--- src/rtl/adc_serial_capture_mc.sv ---
// ============================================================================
// adc_serial_capture_mc: shared CSn/SCLK capture of NUM_CH AD7476-class ADCs
// Rev 1.0
// ============================================================================
`default_nettype none

module adc_serial_capture_mc #(
    parameter int NUM_CH       = 2,
    parameter int FRAME_BITS   = 16,
    parameter int DATA_BITS    = 12,
    parameter int CLK_DIV      = 2,
    parameter int QUIET_CYCLES = 4
) (
    input  logic              clk_i,
    input  logic              rst_n_i,
    input  logic              enable_i,
    input  logic              start_i,
    input  logic [15:0]       sample_period_i,
    output logic              csn_o,
    output logic              sclk_o,
    input  logic [NUM_CH-1:0] sdata_i,
    output logic              smp_valid_o,
    input  logic              smp_ready_i,
    output logic [31:0]       smp_data_o,
    output logic              overrun_o,
    input  logic              clr_overrun_i,
    output logic [7:0]        drop_cnt_o,
    output logic              busy_o,
    output logic [2:0]        fsm_st_o
);

    localparam logic [2:0] c_st_idle  = 3'd0;
    localparam logic [2:0] c_st_setup = 3'd1;
    localparam logic [2:0] c_st_shift = 3'd2;
    localparam logic [2:0] c_st_quiet = 3'd3;
    localparam logic [2:0] c_st_wait  = 3'd4;

    localparam int c_cnt_max = (CLK_DIV > QUIET_CYCLES) ? CLK_DIV : QUIET_CYCLES;
    localparam int c_cnt_w   = $clog2(c_cnt_max + 1);
    localparam int c_bit_w   = $clog2(FRAME_BITS + 1);
    localparam int c_idx_w   = (NUM_CH > 1) ? $clog2(NUM_CH) : 1;

    localparam logic [c_cnt_w-1:0] c_div_last   = c_cnt_w'(CLK_DIV - 1);
    localparam logic [c_cnt_w-1:0] c_quiet_last = c_cnt_w'(QUIET_CYCLES - 1);
    localparam logic [c_bit_w-1:0] c_bits_all   = c_bit_w'(FRAME_BITS);
    localparam logic [c_idx_w-1:0] c_last_ch    = c_idx_w'(NUM_CH - 1);

    logic [2:0]         state_q, state_d;
    logic [c_cnt_w-1:0] cnt_q, cnt_d;
    logic [c_bit_w-1:0] bit_q, bit_d;
    logic               sclk_q, sclk_d;
    logic               csn_q, csn_d;
    logic [15:0]        per_q, per_d;
    logic [15:0]        timer_q, timer_d;
    logic               w_shift_en;
    logic               w_frame_done;

    logic [15:0]        w_sample [NUM_CH];
    logic [15:0]        buf_q [NUM_CH];
    logic [11:0]        bseq_q;
    logic [11:0]        seq_q;
    logic               full_q;
    logic [c_idx_w-1:0] rd_q;
    logic               ovr_q, ovr_d;
    logic [7:0]         drop_q, drop_d;
    logic               w_accept;
    logic               w_last_acc;
    logic               w_load;
    logic               w_drop;

    // The timer reads 1 in the first CSn-low cycle, so WAIT releases exactly
    // one latched period after the previous CSn falling edge.
    always_comb begin
        state_d      = state_q;
        cnt_d        = cnt_q;
        bit_d        = bit_q;
        sclk_d       = 1'b1;
        per_d        = per_q;
        timer_d      = (timer_q == 16'hFFFF) ? timer_q : timer_q + 16'd1;
        w_shift_en   = 1'b0;
        w_frame_done = 1'b0;
        case (state_q)
            c_st_idle: begin
                cnt_d = '0;
                bit_d = '0;
                if (enable_i || start_i) begin
                    state_d = c_st_setup;
                    per_d   = sample_period_i;
                    timer_d = 16'd1;
                end
            end
            c_st_setup: begin
                bit_d = '0;
                if (cnt_q == c_div_last) begin
                    cnt_d   = '0;
                    sclk_d  = 1'b0;
                    state_d = c_st_shift;
                end else begin
                    cnt_d = cnt_q + 1'b1;
                end
            end
            c_st_shift: begin
                sclk_d = sclk_q;
                if (cnt_q == c_div_last) begin
                    cnt_d = '0;
                    if (!sclk_q) begin
                        sclk_d     = 1'b1;
                        w_shift_en = 1'b1;
                        bit_d      = bit_q + 1'b1;
                    end else if (bit_q == c_bits_all) begin
                        w_frame_done = 1'b1;
                        state_d      = c_st_quiet;
                    end else begin
                        sclk_d = 1'b0;
                    end
                end else begin
                    cnt_d = cnt_q + 1'b1;
                end
            end
            c_st_quiet: begin
                if (cnt_q == c_quiet_last) begin
                    cnt_d   = '0;
                    state_d = enable_i ? c_st_wait : c_st_idle;
                end else begin
                    cnt_d = cnt_q + 1'b1;
                end
            end
            c_st_wait: begin
                if (!enable_i) begin
                    state_d = c_st_idle;
                end else if (timer_q >= per_q) begin
                    state_d = c_st_setup;
                    timer_d = 16'd1;
                end
            end
            default: begin
                state_d = c_st_idle;
            end
        endcase
        csn_d = !((state_d == c_st_setup) || (state_d == c_st_shift));
    end

    always_ff @(posedge clk_i) begin
        if (!rst_n_i) begin
            state_q <= c_st_idle;
            cnt_q   <= '0;
            bit_q   <= '0;
            sclk_q  <= 1'b1;
            csn_q   <= 1'b1;
            per_q   <= '0;
            timer_q <= '0;
        end else begin
            state_q <= state_d;
            cnt_q   <= cnt_d;
            bit_q   <= bit_d;
            sclk_q  <= sclk_d;
            csn_q   <= csn_d;
            per_q   <= per_d;
            timer_q <= timer_d;
        end
    end

    // Only the last DATA_BITS bits shifted in survive, so the register is that wide.
    generate
        for (genvar k = 0; k < NUM_CH; k++) begin : g_ch
            logic [DATA_BITS-1:0] shreg_q;
            always_ff @(posedge clk_i) begin
                if (!rst_n_i) begin
                    shreg_q <= '0;
                end else if (w_shift_en) begin
                    shreg_q <= (shreg_q << 1) | DATA_BITS'(sdata_i[k]);
                end
            end
            assign w_sample[k] = 16'(shreg_q);
        end
    endgenerate

    assign w_accept   = full_q && smp_ready_i;
    assign w_last_acc = w_accept && (rd_q == c_last_ch);
    assign w_load     = !full_q || w_last_acc;
    assign w_drop     = w_frame_done && !w_load;

    always_ff @(posedge clk_i) begin
        if (!rst_n_i) begin
            full_q <= 1'b0;
            rd_q   <= '0;
            bseq_q <= '0;
            seq_q  <= '0;
            for (int k = 0; k < NUM_CH; k++) begin
                buf_q[k] <= '0;
            end
        end else begin
            if (w_frame_done) begin
                seq_q <= seq_q + 12'd1;
            end
            if (w_frame_done && w_load) begin
                full_q <= 1'b1;
                rd_q   <= '0;
                bseq_q <= seq_q;
                for (int k = 0; k < NUM_CH; k++) begin
                    buf_q[k] <= w_sample[k];
                end
            end else if (w_accept) begin
                if (rd_q == c_last_ch) begin
                    full_q <= 1'b0;
                    rd_q   <= '0;
                end else begin
                    rd_q <= rd_q + 1'b1;
                end
            end
        end
    end

    // A clear landing with a drop is applied first, so that drop counts as 1.
    always_comb begin
        ovr_d  = ovr_q;
        drop_d = drop_q;
        if (clr_overrun_i) begin
            ovr_d  = 1'b0;
            drop_d = 8'd0;
        end
        if (w_drop) begin
            ovr_d = 1'b1;
            if (drop_d != 8'hFF) begin
                drop_d = drop_d + 8'd1;
            end
        end
    end

    always_ff @(posedge clk_i) begin
        if (!rst_n_i) begin
            ovr_q  <= 1'b0;
            drop_q <= 8'd0;
        end else begin
            ovr_q  <= ovr_d;
            drop_q <= drop_d;
        end
    end

    assign csn_o       = csn_q;
    assign sclk_o      = sclk_q;
    assign smp_valid_o = full_q;
    assign smp_data_o  = {4'(rd_q), bseq_q, buf_q[rd_q]};
    assign overrun_o   = ovr_q;
    assign drop_cnt_o  = drop_q;
    assign busy_o      = (state_q != c_st_idle);
    assign fsm_st_o    = state_q;

endmodule

`default_nettype wire

--- config.mk ---
export PLATFORM = sky130hd
export DESIGN_NAME = adc_serial_capture_mc
export DESIGN_NICKNAME = d
export VERILOG_FILES = /design/src/rtl/adc_serial_capture_mc.sv
export SDC_FILE = /design/constraint.sdc
export NUM_CORES = 1
export LEC_CHECK = 0
export CORE_ASPECT_RATIO = 1.25
export CORE_UTILIZATION = 50
export CTS_BUF_LIST = sky130_fd_sc_hd__clkbuf_16
export DETAILED_ROUTE_END_ITERATION = 10
export PLACE_DENSITY = 0.79
export SETUP_SLACK_MARGIN = 0.1
export SLEW_MARGIN = 30
export SYNTH_ARGS = -nofsm -noshare
export SYNTH_HDL_FRONTEND = slang
export SYNTH_SLANG_ARGS = --single-unit
--- constraint.sdc ---
create_clock -name clk_i -period 2.73 [get_ports clk_i]
set_input_delay 0.273 -clock clk_i [delete_from_list [all_inputs] [get_ports clk_i]]
set_output_delay 0.273 -clock clk_i [all_outputs]
set_load 0.02 [all_outputs]
# Word-level counts from Yosys, hierarchy flattened
# Memories as Yosys holds them, arrays and structs flattened. A register that Yosys moved wholly into a read port is not among the register bits.
# Index checks and enable logic that the tools add are counted.
# op_classes
bitwise_logic	5
shift	0
mux	49
add_sub_neg	6
reduce_logical	23
n_lt_le_gt_ge	1
n_eq_ne	13
mul	0
n_div	0
# ops
operator	n
16-bit 2-to-1 mux	4
3-bit 2-to-1 mux	11
16-bit one-hot mux with 2 select lines	1
12-bit 2-to-1 mux	2
8-bit 2-to-1 mux	3
12-bit by 1-bit OR with 12-bit output	2
1-bit 2-to-1 mux	22
16-bit by 1-bit adder with 16-bit output, second input constant	1
16-bit equality test, second input constant	1
16-bit greater-or-equal comparator	1
3-bit one-hot mux with 5 select lines	1
12-bit by 1-bit adder with 12-bit output, second input constant	1
3-bit by 2-bit equality test with 1-bit output, second input constant	4
5-bit 2-to-1 mux	2
5-bit one-hot mux with 2 select lines	1
3-bit by 1-bit equality test with 1-bit output, second input constant	3
3-bit one-hot mux with 3 select lines	1
8-bit by 1-bit adder with 8-bit output, second input constant	1
8-bit inequality test, second input constant	1
2-bit nonzero test	4
3-bit nonzero test	2
2-bit OR reduction	3
5-bit by 1-bit adder with 5-bit output, second input constant	1
5-bit equality test, second input constant	1
other kinds (13)	23
# totals
romBits	0
regBits	104
n_memories	1
ram_bits	24
latch_bits	0
# mem_list
name	depth	width	rd	rd_clocked_by_memory_dff	write_ports	line_no	rtl
buf_q	2	12	1	1	2	59	logic [15:0] buf_q [NUM_CH];

# Longest topological paths before layout
# Gate-level depths: netlist (run 1).
# logic_depth
word_depth	10
ltp_mapped	10
ltp_nobuf	8

# Worst setup path before layout (run 1)
# OpenSTA, ideal clock, no wires.
# synth_timing
path_kind	reg-to-reg
startpoint	register state_q[1] (netlist: fsm_st_o[1])
endpoint	memory buf_q[0][0] (netlist bit) (enable)
arrival_time_ns	2.042
setup_time_ns	0.379
path_stages_with_launch	7
period_less_slack_ns	2.421
slack_ns	0.309
cell_sequence	dfxtp_1 nor3b_2 nand4_1 nor2_1 nor2_1 clkbuf_1 inv_1
# synth_lines
element	line_no	rtl
from (decl)	48	logic [2:0] state_q, state_d;
from (signal assigned)	145	state_q <= c_st_idle;
from (signal assigned)	153	state_q <= state_d;
to (decl)	59	

# Worst setup path after layout (run 1)
# layout_timing
startpoint	register timer_q[12]
endpoint	register timer_q[14]
# layout_between
elab_chain_cells	5
# layout_rtl
element	line_no	rtl
from (decl)	54	logic [15:0] timer_q, timer_d;
from (signal assigned)	159	timer_q <= timer_d;
16-bit by 1-bit adder with 16-bit output or 16-bit equality test (tied branches)	79	timer_d = (timer_q == 16'hFFFF) ? timer_q : timer_q + 16'd1;
16-bit 2-to-1 mux	79	
16-bit 2-to-1 mux	131	end else if (timer_q >= per_q) begin
16-bit 2-to-1 mux	129	if (!enable_i) begin
16-bit one-hot mux with 2 select lines (*)	82	case (state_q)
# Every way passes the cells marked *; elsewhere a longest branch is shown, timed or not.
# A chain may end at the register's enable or synchronous reset.

==> results of run 1 <==
## final cells by class
cell class              instances  area share [%]
flip-flops and latches        129            38.6
clock inverters                15            2.64
inverters                      27            1.39
well taps                     161            2.75
repair buffers                 78            10.1
clock buffers                  17            5.82
multi-input cells             442            38.7
## power by group through the flow
stage | clock network, mW | registers [mW] | logic [mW]
floorplan | 0 | 2.05 | 0.232
global placement | 0 | 2.05 | 0.342
detailed placement | 0 | 2.05 | 0.356
CTS | 2.37 | 2.01 | 0.359
global route | 2.47 | 2.02 | 0.399
finish | 2.33 | 2.01 | 0.357
## routing by layer
| layer | wire length (um) | vias up |
|---|---|---|
| li1 | - | 2293 |
| met1 | 4960 | 2222 |
| met2 | 6590 | 87 |
| met3 | 401 | 12 |
| met4 | 172 | 0 |
| met5 | 0 | - |
## critical path, stage by stage (launching register included)
cell	delay, ns
dfxtp_1	0.39
ha_1	0.33
nand4_1	0.15
or3_1	0.38
or4_1	0.45
a31oi_2	0.27
nand3b_4	0.29
nor3_1	0.09
## cells in the final DEF, fill, tap and decap left out, types with 12 or more instances in the layout
cell,netlist,routed
nor2b_1,13,13
and2_1,12,12
nand4_1,13,13
a21oi_1,23,23
nand2_1,113,113
dfxtp_1,105,105
and3_1,32,32
xor2_1,18,18
buf_4,11,14
clkdlybuf4s50_1,0,63
mux2_2,12,12
nor2_1,34,34
ha_1,26,26
inv_1,26,27
edfxtp_1,24,24
a21boi_0,32,32
clkbuf_16,0,17
a22o_1,12,12
## worst paths after layout
kind,from,end,depth (start not counted)
max reg2reg,timer_q[12],timer_q[14],7
max,timer_q[12],timer_q[14],7
min,rst_n_i,rd_q,5
min reg2reg,per_q[11],per_q[11],2
## logic make-up (layout without fill, tap and decap cells)
logic type | after synthesis | in the layout | synth area share, %
flip-flops | 129 | 129 | 47.5
buffers and inverters | 64 | 137 | 5.45
XOR/XNOR | 26 | 26 | 3.83
AO/OA/AOI/OAI | 101 | 101 | 12.1
multiplexers | 18 | 18 | 3.28
AND/OR/NAND/NOR | 264 | 264 | 22.4
other | 1 | 7 | 0.0631
adder cells (fa/ha/maj) | 26 | 26 | 5.47
## per-stage QoR
stage	total power, mW	instance area (um^2)	utilization, %
3_5_place_dp	2.41	6690	57.6
3_3_place_gp	2.39	6690	57.6
4_1_cts	4.74	7310	62.9
5_1_grt	4.88	7310	62.9
2_1_floorplan	2.29	5970	-
6_report	4.70	7310	62.9
## cells in the mapped netlist, types with 13 or more instances
cell      number  share of area [%]
nand2_1      113                7.1
dfxtp_1      105                 35
nor2_1        34                2.1
a21boi_0      32                4.0
and3_1        32                3.4
ha_1          26                5.5
inv_1         26                1.6
edfxtp_1      24                 12
a21oi_1       23                1.9
clkbuf_1      18                1.1
xor2_1        18                2.7
nand4_1       13                1.4
nor2b_1       13                1.4
## registers in the layout, summed over array words and instances (netlist names), named ones only
register and cells:
bseq_q 12, drop_cnt_o 8, fsm_st_o 3, smp_valid_o 1
csn_o 1, g_ch.shreg_q 24, cnt_q 3, overrun_o 1
bit_q 5, timer_q 16, seq_q 12, rd_q 1
per_q 16, sclk_o 1, buf_q 24
## repair_timing
action                                  in CTS  in global routing
endpoints found under the setup margin       0                  1
hold endpoints to repair                     0                  0
gates resized for setup                      0                  1
==> results.md, run 1 <==
Clocking:
- The buffer type at the clock tree root is clkbuf_16.
- The number of hold buffers added after CTS is 0.
- Clock tree synthesis found a total of 129 sinks.
- Post-CTS timing repair inserted 0 buffers for setup.
- TritonCTS built the clock tree.
- Clock-pin slew was measured on the worst setup and hold paths at 0.06 ns.
- The number of buffers added by the clock tree synthesis step is 17.
- The number of H-tree branching levels is 4.
- No sink is reached through more buffers than the 2 on the longest clock path.
- Clock latency on the worst-skew pair, taken at its later pin, is slightly above 0.4 ns.

Power:
- The cell leakage power is about 2.9 nW.
- The clock network burns between 40% and 50% of the power.
- The worst-case IR drop observed on VDD is between 0.0005 and 0.0006 V.
- Net switching is about 22% of the power.
- The design internal power is 3.66 mW.
- The analysis attributes to net switching a power of 1.04 mW.
- In this run the power density over the cells is 643 nW/um^2.
- The share of total power dissipated in combinational logic is 7.6%.
- The sequential share of power is between 40% and 50%.

Timing:
- In the final timing run, aggregate negative setup slack is 0 ns.
- The number of pins exceeding their max-slew limit in the final report is 0.
- Setup repair after global routing left no endpoint under its margin.
- The minimum setup slack in the final design is 0.246 ns.
- Static timing analysis puts the maximum clock frequency at just over 0.4 GHz.
- Clock skew on the completed layout was measured at about 0.011 ns.
- The routed design could run at a clock period as short as roughly 2.5 ns.
- The final period utilization is around nine tenths.
- The final-report setup violation count is 0.
- The number of hold violations in the final report is 0.
- Hold timing on the final database bottoms out at a slack of 0.301 ns.
- The normalized max-slew margin is between 50% and 60%.
- For the pin with the worst max-slew slack, the measured transition is between 0.6 and 0.7 ns.

Floorplan:
- The die area is ~12,000 um^2.
- The die is ~120 um tall.
- In this run the count of I/O pins placed on the die edge is slightly above 70.
- The die extent in x is 99.5 um.
- The floorplan has 44 rows.
- The total area inside the core boundary comes to 11,600 um^2.
- The initial utilization of the core area, before any placement, comes to ~51%.

Logic synthesis:
- The async set-or-reset flop fraction in the synthesized netlist is 0%.
- The number of distinct library cells after synthesis is 63.
- The number of synthesized register bits is between 100 and 150.
- The mean instance size in the synthesized netlist is around 9.5 um^2.
- The number of warnings reported in the yosys synthesis log is 0.
- In this run, synthesis inferred 24 flip-flops with an integrated enable.
- Sequential cells were found to cover a little under half of the synthesized design area.
- Synthesis handed over a netlist of 629 instances.
- The most used flip-flop cell after synthesis is dfxtp_1.
- In this run the cell area of the synthesized design comes to between 5000 and 6000 um^2.

Final layout:
- The area growth from synthesis to layout is 23.0%.
- At the end of the flow, the number of nets in the layout was between 700 and 800.
- The ratio of cells with drive above 1 in the final layout is about a tenth.
- The fill cell instance count of the final layout is ~950.
- In the final layout, flip-flops and latches occupy around 2800 um^2.
- 0 antenna diodes ended up in the layout.
- The finished layout holds approximately 870 standard cells, fillers aside.
- The area taken by multi-input logic gates is 2830 um^2.

Run:
- Max-cap violations in this run came to 0.

Route:
- The number of nets with antenna violations after routing is 0.
- The vias after detailed routing is 4,614.
- After detailed routing, the total wire length is roughly 12,000 um.
- The number of vias per cell after detailed routing is about 5.3.
- The number of detailed-routing iterations run before antenna repair is 4.
- After detailed routing, the number of remaining DRC violations is 0.
- For this block, the initial DRC count from the detailed router was between 150 and 200.
- The detail-routed net length per standard cell is 14.0 um.

Setup path:
- The worst setup path is of the reg2reg kind.
- STA classifies the critical path endpoint as a flop.
- The worst setup path is launched from a flop.
- Data arrives at the worst endpoint at roughly 2.8 ns.
- Data on the critical path is required at its endpoint by between 3 and 4 ns.
- Of all nets on the critical path, the largest fanout is 15.
- The minimum setup slack among reg-to-reg paths is 0.25 ns.

Placement:
- At the end of routability-driven placement, the weighted congestion stood at between 0.8 and 0.9.
- Including well taps, the total number of placed cells is ~840.
- The port buffer count is between 60 and 70.
- At the placement stage, the worst setup path has a slack of between 0.2 and 0.25 ns.
- Once detailed placement completed, the half-perimeter wirelength came to 8560 um.

Outcome:
- The run finished with clean final reports.

Global routing:
- The layer flagged by global routing as most heavily used is met2.
- For this run, global-route usage on met3 was measured as under 10%.
- The total routing resource utilization after global routing is a little over a fifth.
- The number of global-route vias before repair is 4,525.
- The fraction of met2 tracks used by global routing is 39.9%.
- Global routing finished with a remaining overflow of 0.
- The maximum number of pins on one net before global-route repair is 48.
- The initial antenna violation count is 0.
- For met1 alone, demand over resource in global routing was between 20% and 30%.
- The first global-routing pass estimated roughly 20,000 um of wire.

Min path:
- The worst hold path belongs to the class in2reg.
(Power assumes the default switching activity.)
==> run 2, diff against run 1 <==
Settings changed: PLACE_DENSITY 0.79 to 0.82, SKIP_LAST_GASP from default to 1, TNS_END_PERCENT from default to 100.
Clock period 2.73 ns to 2.1 ns, I/O delays scaled along.
==> run 2 against run 1 <==
  * The flow now finishes with violations (setup timing)
  * Worst setup slack got worse by 0.44 ns
  * Final cell count up 4.1%
  * Power rose by 33%
  * Utilization rose by 4.2 points
  * Sequential share of layout area decreased by 2.1 points
  * Critical path type unchanged
  * Largest cell class unchanged
==> results.md, run 2 (synthesis results as in run 1) <==
Placement:
- Detailed placement ended at an HPWL of 8750 um.
- After detailed placement, the design holds a cell count of ~870.
- The pre-CTS worst setup slack is -0.151 ns.
- In this run the cell area measured after placement is about 7000 um^2.
- The final estimated routing congestion in global placement is approximately 0.81.
- Port buffering added 64 buffers.

Floorplan:
- For this design the top-level I/O count stands at approximately 70.
- The standard-cell row count is between 40 and 50.
- The floorplan step set the die width to 99.5 um.
- The total area inside the core boundary comes to roughly 12,000 um^2.
- The initial utilization of the core area, before any placement, comes to approximately half.
- Measured along the y axis, the die boundary spans around 120 um.
- The die covers roughly 12,000 um^2.

Global routing:
- The fraction of met2 tracks used by global routing is roughly two fifths.
- The maximum number of pins on one net before global-route repair is 82.
- The met3 global-route usage is 6.85%.
- The initial antenna violation count came to 0.
- For this run, the total global-route usage over all layers was measured as roughly 23%.
- The global routing met1 resource utilization is 24.7%.
- In this run the most used layer during global routing was met2.
- The first global-routing pass estimated roughly 22,000 um of wire.
- The number of global-route vias before repair is 4,842.
- The sum of overflow across all layers after global routing is 0.

Final layout:
- In the final layout, the registers with the most flip-flops are buf_q (24), g_ch.shreg_q (24).
- Relative to the synthesized area, the layout overhead comes to 31.2%.
- The post-route netlist has 21.1% of its cells at a drive strength greater than 1.
- The final net count is 781.
- The post-route core utilization is 67.1%.
- The number of antenna diodes in the final layout is 0.
- The top cell types in the final layout, fill and taps aside, are 113 x nand2_1, 88 x dfxtp_1, 50 x clkdlybuf4s50_1.
- After routing the design area is a little under 8000 um^2.
- Leaving out fill and tap cells, the most frequent cell in the layout is nand2_1.
- The count of placed standard cells in the final layout, fillers left out is approximately 910.

Timing:
- Derived from the worst setup path, the maximum achievable clock frequency is around 0.44 GHz.
- The minimum setup slack in the final design is -0.189 ns.
- The number of pins exceeding their max-slew limit in the final report came to 0.
- At the pin with the least slew margin, the transition time is about 0.70 ns.
- The accumulated negative setup slack is -2.39 ns.
- The clock arrives with 0.00634 ns of skew.
- Setup repair after global routing could not meet its margin everywhere.
- The worst pin sits at a relative slew slack of roughly 53%.
- Across all hold checks on the routed design, the worst slack comes to approximately 0.18 ns.
- The final-report setup violation count is 17.
- For the finished layout, the period the worst path requires is around 2.3 ns.
- The final period utilization is 109%.
- The number of hold violations in the final report is 0.

Setup path:
- The minimum setup slack among reg-to-reg paths is -0.19 ns.
- The kind of start point of the critical path is a flop.
- Data on the critical path is required at its endpoint by 2.40 ns.
- The signal arrival time at the worst endpoint is approximately 2.6 ns.
- The worst setup path is captured at a flop.
- The critical path start-end classification is reg2reg.
- Of all nets on the critical path, the largest fanout is 8.

Power:
- The largest vdd supply drop is roughly 0.00053 V.
- Net switching is 23.0% of the power.
- Power spread over the standard cell area amounts to 801 nW/um^2.
- For this design the static power due to leakage is around 3.1 nW.
- Combinational cells account for roughly 8.8% of the total power.
- The overall power consumption is 6.25 mW.
- The sequential share of power is 42.0%.
- Internal power comes to around 4.8 mW.
- The net switching power is 1.44 mW.
- The clock network burns 49.2% of the power.

Clocking:
- The number of hold buffers added after CTS was 0.
- For this design, the sink count on the clock tree is between 100 and 150.
- Clock latency on the worst-skew pair, taken at its later pin, is approximately 0.42 ns.
- The root buffer cell chosen for the clock tree is clkbuf_16.
- The maximum buffer depth of the clock tree is 2.
- Clock tree synthesis inserted a total of 17 buffers.
- TritonCTS built the clock tree.
- After clock tree synthesis, the clock-pin slew on the worst setup and hold paths is approximately 0.060 ns.
- The number of H-tree branching levels is 4.

Outcome:
- The flow ran to the end, but the final reports show violations.
- The final reports fail on setup timing.

Min path:
- The path class of the tightest hold or removal check is in2reg.

Run:
- The tool flagged a number of max-cap violations equal to 0.

Route:
- The number of DRC markers in iteration 0 is between 300 and 400.
- Dividing the detail-routed via count by the number of cells gives 5.41.
- The final wirelength is ~14,000 um.
- The number of nets with antenna violations after routing is 0.
- After detailed routing, the number of remaining DRC violations is 0.
- The first TritonRoute pass finished after 5 iterations.
- The detail-routed net length per standard cell is 15.3 um.
- The routed layout has just under 5,000 vias.
## run 2: worst paths after layout
check | startpoint | to | depth (start not counted)
setup / recovery | per_q[10] | timer_q[2] | 8
hold / removal | rst_n_i | g_ch[1].shreg_q[4] | 3
setup reg to reg | per_q[10] | timer_q[2] | 8
hold reg to reg | g_ch[0].shreg_q[11] | g_ch[0].shreg_q[11] | 2
## run 2: cell type report
type / instances / area (um^2)
clock inverter: 15 / 193
tap: 161 / 201
inverter: 27 / 105
sequential: 129 / 2840
clock buffer: 17 / 425
timing repair buffer: 113 / 1010
fill: 890 / 3820
multi-input combinational: 443 / 3020
## run 2: what timing repair did
action	CTS	global route
pin swaps	9	8
resized for setup	30	22
setup buffers	2	2
setup endpoints to repair	33	77
hold endpoints to repair	0	0
cloned	1	0
## run 2: critical path: stages (launching register included)
cell and delay, ns:
dfxtp_2 0.32, inv_1 0.06, ha_4 0.27, nand4_1 0.13, or3_1 0.36, or4_4 0.45
a31oi_4 0.21, nand3b_4 0.27, a211oi_2 0.08
## run 2: power by group through the flow
stage | clock, mW | sequential (mW) | combinational, mW
3_5_place_dp | 0 | 2.67 | 0.505
5_1_grt | 3.21 | 2.63 | 0.602
4_1_cts | 3.10 | 2.62 | 0.523
3_3_place_gp | 0 | 2.67 | 0.489
6_report | 3.08 | 2.62 | 0.548
2_1_floorplan | 0 | 2.67 | 0.312
## run 2: routing by layer
| metal | up-vias | routed length [um] |
|---|---|---|
| met5 | - | 0 |
| met4 | 0 | 397 |
| met3 | 37 | 661 |
| met1 | 2319 | 5680 |
| li1 | 2386 | - |
| met2 | 151 | 7080 |
==> run 3, diff against run 2 <==
Settings changed: CAP_MARGIN from default to 20, PLACE_DENSITY 0.82 to default, PLACE_DENSITY_LB_ADDON from default to 0.05.
==> run 3 against run 2 <==
  * Register-to-register slack improved by 0.08 ns
  * Sequential cell count did not move
  * Largest power group unchanged
  * Fmax rose by 3.4%
  * The run still ends with setup timing left
  * Routed wire length fell by 8.9%
  * Critical path depth did not move
  * Clock power rose by 6%
==> results.md, run 3 (synthesis results as in run 1) <==
Setup path:
- The signal arrival time at the worst endpoint is 2.51 ns.
- The kind of cell with the highest combined delay along the critical path is simple AND/OR/NAND/NOR gates.
- For this run, the slowest stage of the critical path takes 0.45 ns.
- Counting both buffers and inverters, the worst setup path holds a total of 1.
- Data on the critical path is required at its endpoint by approximately 2.4 ns.
- The number of cells on the critical path is 8.
- The worst setup path is captured at a flop.
- On the critical path, the stage with the largest delay is an instance of or4_4.
- The worst setup path is launched from a flop.
- In this run the worst path has a maximum fanout of 15.
- The worst register-to-register path has a depth of 8.
- The critical path goes through inv_2 -> ha_4 -> nand4_1 -> or3_1 -> or4_4 -> a31oi_4 -> nand3b_4 -> nor2_1.
- The critical path start-end classification is reg2reg.

Clocking:
- The clock passes through at most 2 buffers.
- The H-tree generated during clock tree synthesis spans 4 levels.
- The number of hold buffers added after CTS was 0.
- The number of clock buffers added by TritonCTS is 17.
- Clock tree synthesis found a total of 129 sinks.
- The post-CTS clock slew at the launch and capture registers of the worst setup and hold paths is 0.06 ns.
- The TritonCTS clock tree is done.
- The tree is rooted in a clkbuf_16.
- Clock latency on the worst-skew pair, taken at its later pin, is slightly above 0.4 ns.

Timing:
- The minimum setup slack in the final design is -0.114 ns.
- For the finished layout, the period the worst path requires is 2.21 ns.
- Setup violations remaining at the end of the flow were counted as 17.
- The number of hold violations in the final report is 0.
- Setup repair after global routing could not meet its margin everywhere.
- The post-route worst hold slack is around 0.24 ns.
- The final period utilization is 105%.
- The normalized max-slew margin is a little under three fifths.
- The number of pins exceeding their max-slew limit in the final report is 0.
- The accumulated negative setup slack is -1.75 ns.
- The actual transition at the worst max-transition pin is 0.672 ns.
- Static timing analysis puts the maximum clock frequency at 0.452 GHz.
- The worst clock skew is ~0.0071 ns.

Global routing:
- Entering global routing, the biggest net connects between 80 and 90 pins.
- The initial antenna violation count is 0.
- Global routing consumed, over all layers together, a little over a fifth of the routing resources.
- The number of global-route vias before repair is 4,573.
- The first global-routing pass estimated roughly 21,000 um of wire.
- The sum of overflow across all layers after global routing is 0.

Floorplan:
- Measured along the y axis, the die boundary spans between 100 and 150 um.
- The initialized floorplan defines between 40 and 50 standard-cell rows.
- The core outline area is 11,600 um^2.
- The starting density of the core is around half.
- For this design the top-level I/O count stands at roughly 70.
- The die covers roughly 12,000 um^2.
- The die is around 100 um wide.

Power:
- The overall power consumption is approximately 6.4 mW.
- The power density over the cells is 820 nW/um^2.
- Across the VDD grid, the largest voltage drop is approximately 0.00050 V.
- The analysis attributes to cell leakage a power of between 3 and 4 nW.

Placement:
- At the placement stage, the worst setup path has a slack of -0.221 ns.
- The instance area at placement is between 7000 and 8000 um^2.
- Detailed placement finished with a half-perimeter wire length of around 8800 um.
- The port buffer count is 64.
- The final estimated routing congestion in global placement is ~0.87.

Final layout:
- From synthesis to final layout, the design area changed by 31.6%.
- In the layout the commonest cells are 113 x nand2_1, 89 x dfxtp_1, 55 x buf_4.
- In the final layout, the share of cells above drive strength 1 is roughly 21%.
- The area of all placed cells without fillers is just under 8000 um^2.
- The number of inserted diodes is 0.
- The library cell used most frequently in the layout, excluding fill and tap cells, is nand2_1.
- The final net count is roughly 800.
- In the final layout, the registers with the most flip-flops are buf_q (24), g_ch.shreg_q (24).

Route:
- The number of DRC markers in iteration 0 is around 110.
- Using the TritonRoute via totals, the vias-per-cell ratio works out to 5.18.
- In this run the remaining antenna-violating nets after routing total 0.
- The final route contains around 4,700 vias.
- In the final routed layout, each cell accounts on average for around 14 um.
- The number of remaining DRC errors is 0.
- The final wirelength is 12,600 um.
- Before antenna repair, the detailed router went through 4 iterations.

Min path:
- The worst hold path was traced through 3 stages.
- The path class of the tightest hold or removal check is in2reg.

Outcome:
- The checks that failed: setup timing.
- The run finished, with violations left.

Run:
- Max-cap violations in this run came to 0.
-- run 3: changes by cell type in the layout (fill, tap and decap cells not counted), moves of 3 or more --
| cell | delta |
|---|---|
| buf_4 | +8 |
| clkinv_2 | -3 |
| inv_1 | -4 |
| inv_2 | +3 |
| nor2_1 | +4 |
| nor2_2 | -3 |
-- run 3: per-stage QoR --
step,util [%],instances
finish,67.4,912
CTS,67.0,911
floorplan,-,635
detailed placement,60.7,875
global placement,60.7,875
global route,67.4,912
-- run 3: what timing repair did --
| action | in CTS | in global routing |
|---|---|---|
| pin swaps | 1 | 3 |
| setup endpoints to repair | 32 | 71 |
| setup buffers | 4 | 1 |
| gates resized for setup | 27 | 10 |
-- run 3: layer usage --
metal / GRT usage, % / part of all wire, % / vias to the layer above
met2: 40.3 / 52 / 74
met5: 0 / 0 / -
met3: 5.16 / 3.1 / 21
met4: 8.73 / 2.1 / 0
li1: - / - / 2390
met1: 23.6 / 42 / 2242
-- run 3: where the power goes --
part / internal [mW] / leakage [nW] / switching (mW)
logic: 0.248 / 1.75 / 0.289
clock network: 2.12 / 0.316 / 1.13
registers: 2.59 / 1.08 / 0.0352
-- run 3: final timing paths --
| path | startpoint | end | slack (ns) |
|---|---|---|---|
| worst max-delay path | per_q[13] | timer_q[1] | -0.11 |
| worst min-delay path | rst_n_i | seq_q[7] | 0.24 |
| worst max register to register | per_q[13] | timer_q[1] | -0.11 |
| worst min register to register | g_ch[0].shreg_q[9] | g_ch[0].shreg_q[10] | 0.46 |
-- run 3: cell type report --
type	count	area (um^2)
Fill cell	950	3790
Multi-Input combinational cell	442	2950
Sequential cell	129	2840
Timing Repair Buffer	121	1070
Clock buffer	17	425
Clock inverter	15	231
Tap cell	161	201
Inverter	27	105
-- run 3: tightest hold or removal path, cell delays in order --
cell and delay [ns]:
buf_2 0.11, clkinv_1 0.22, a21oi_1 0.07
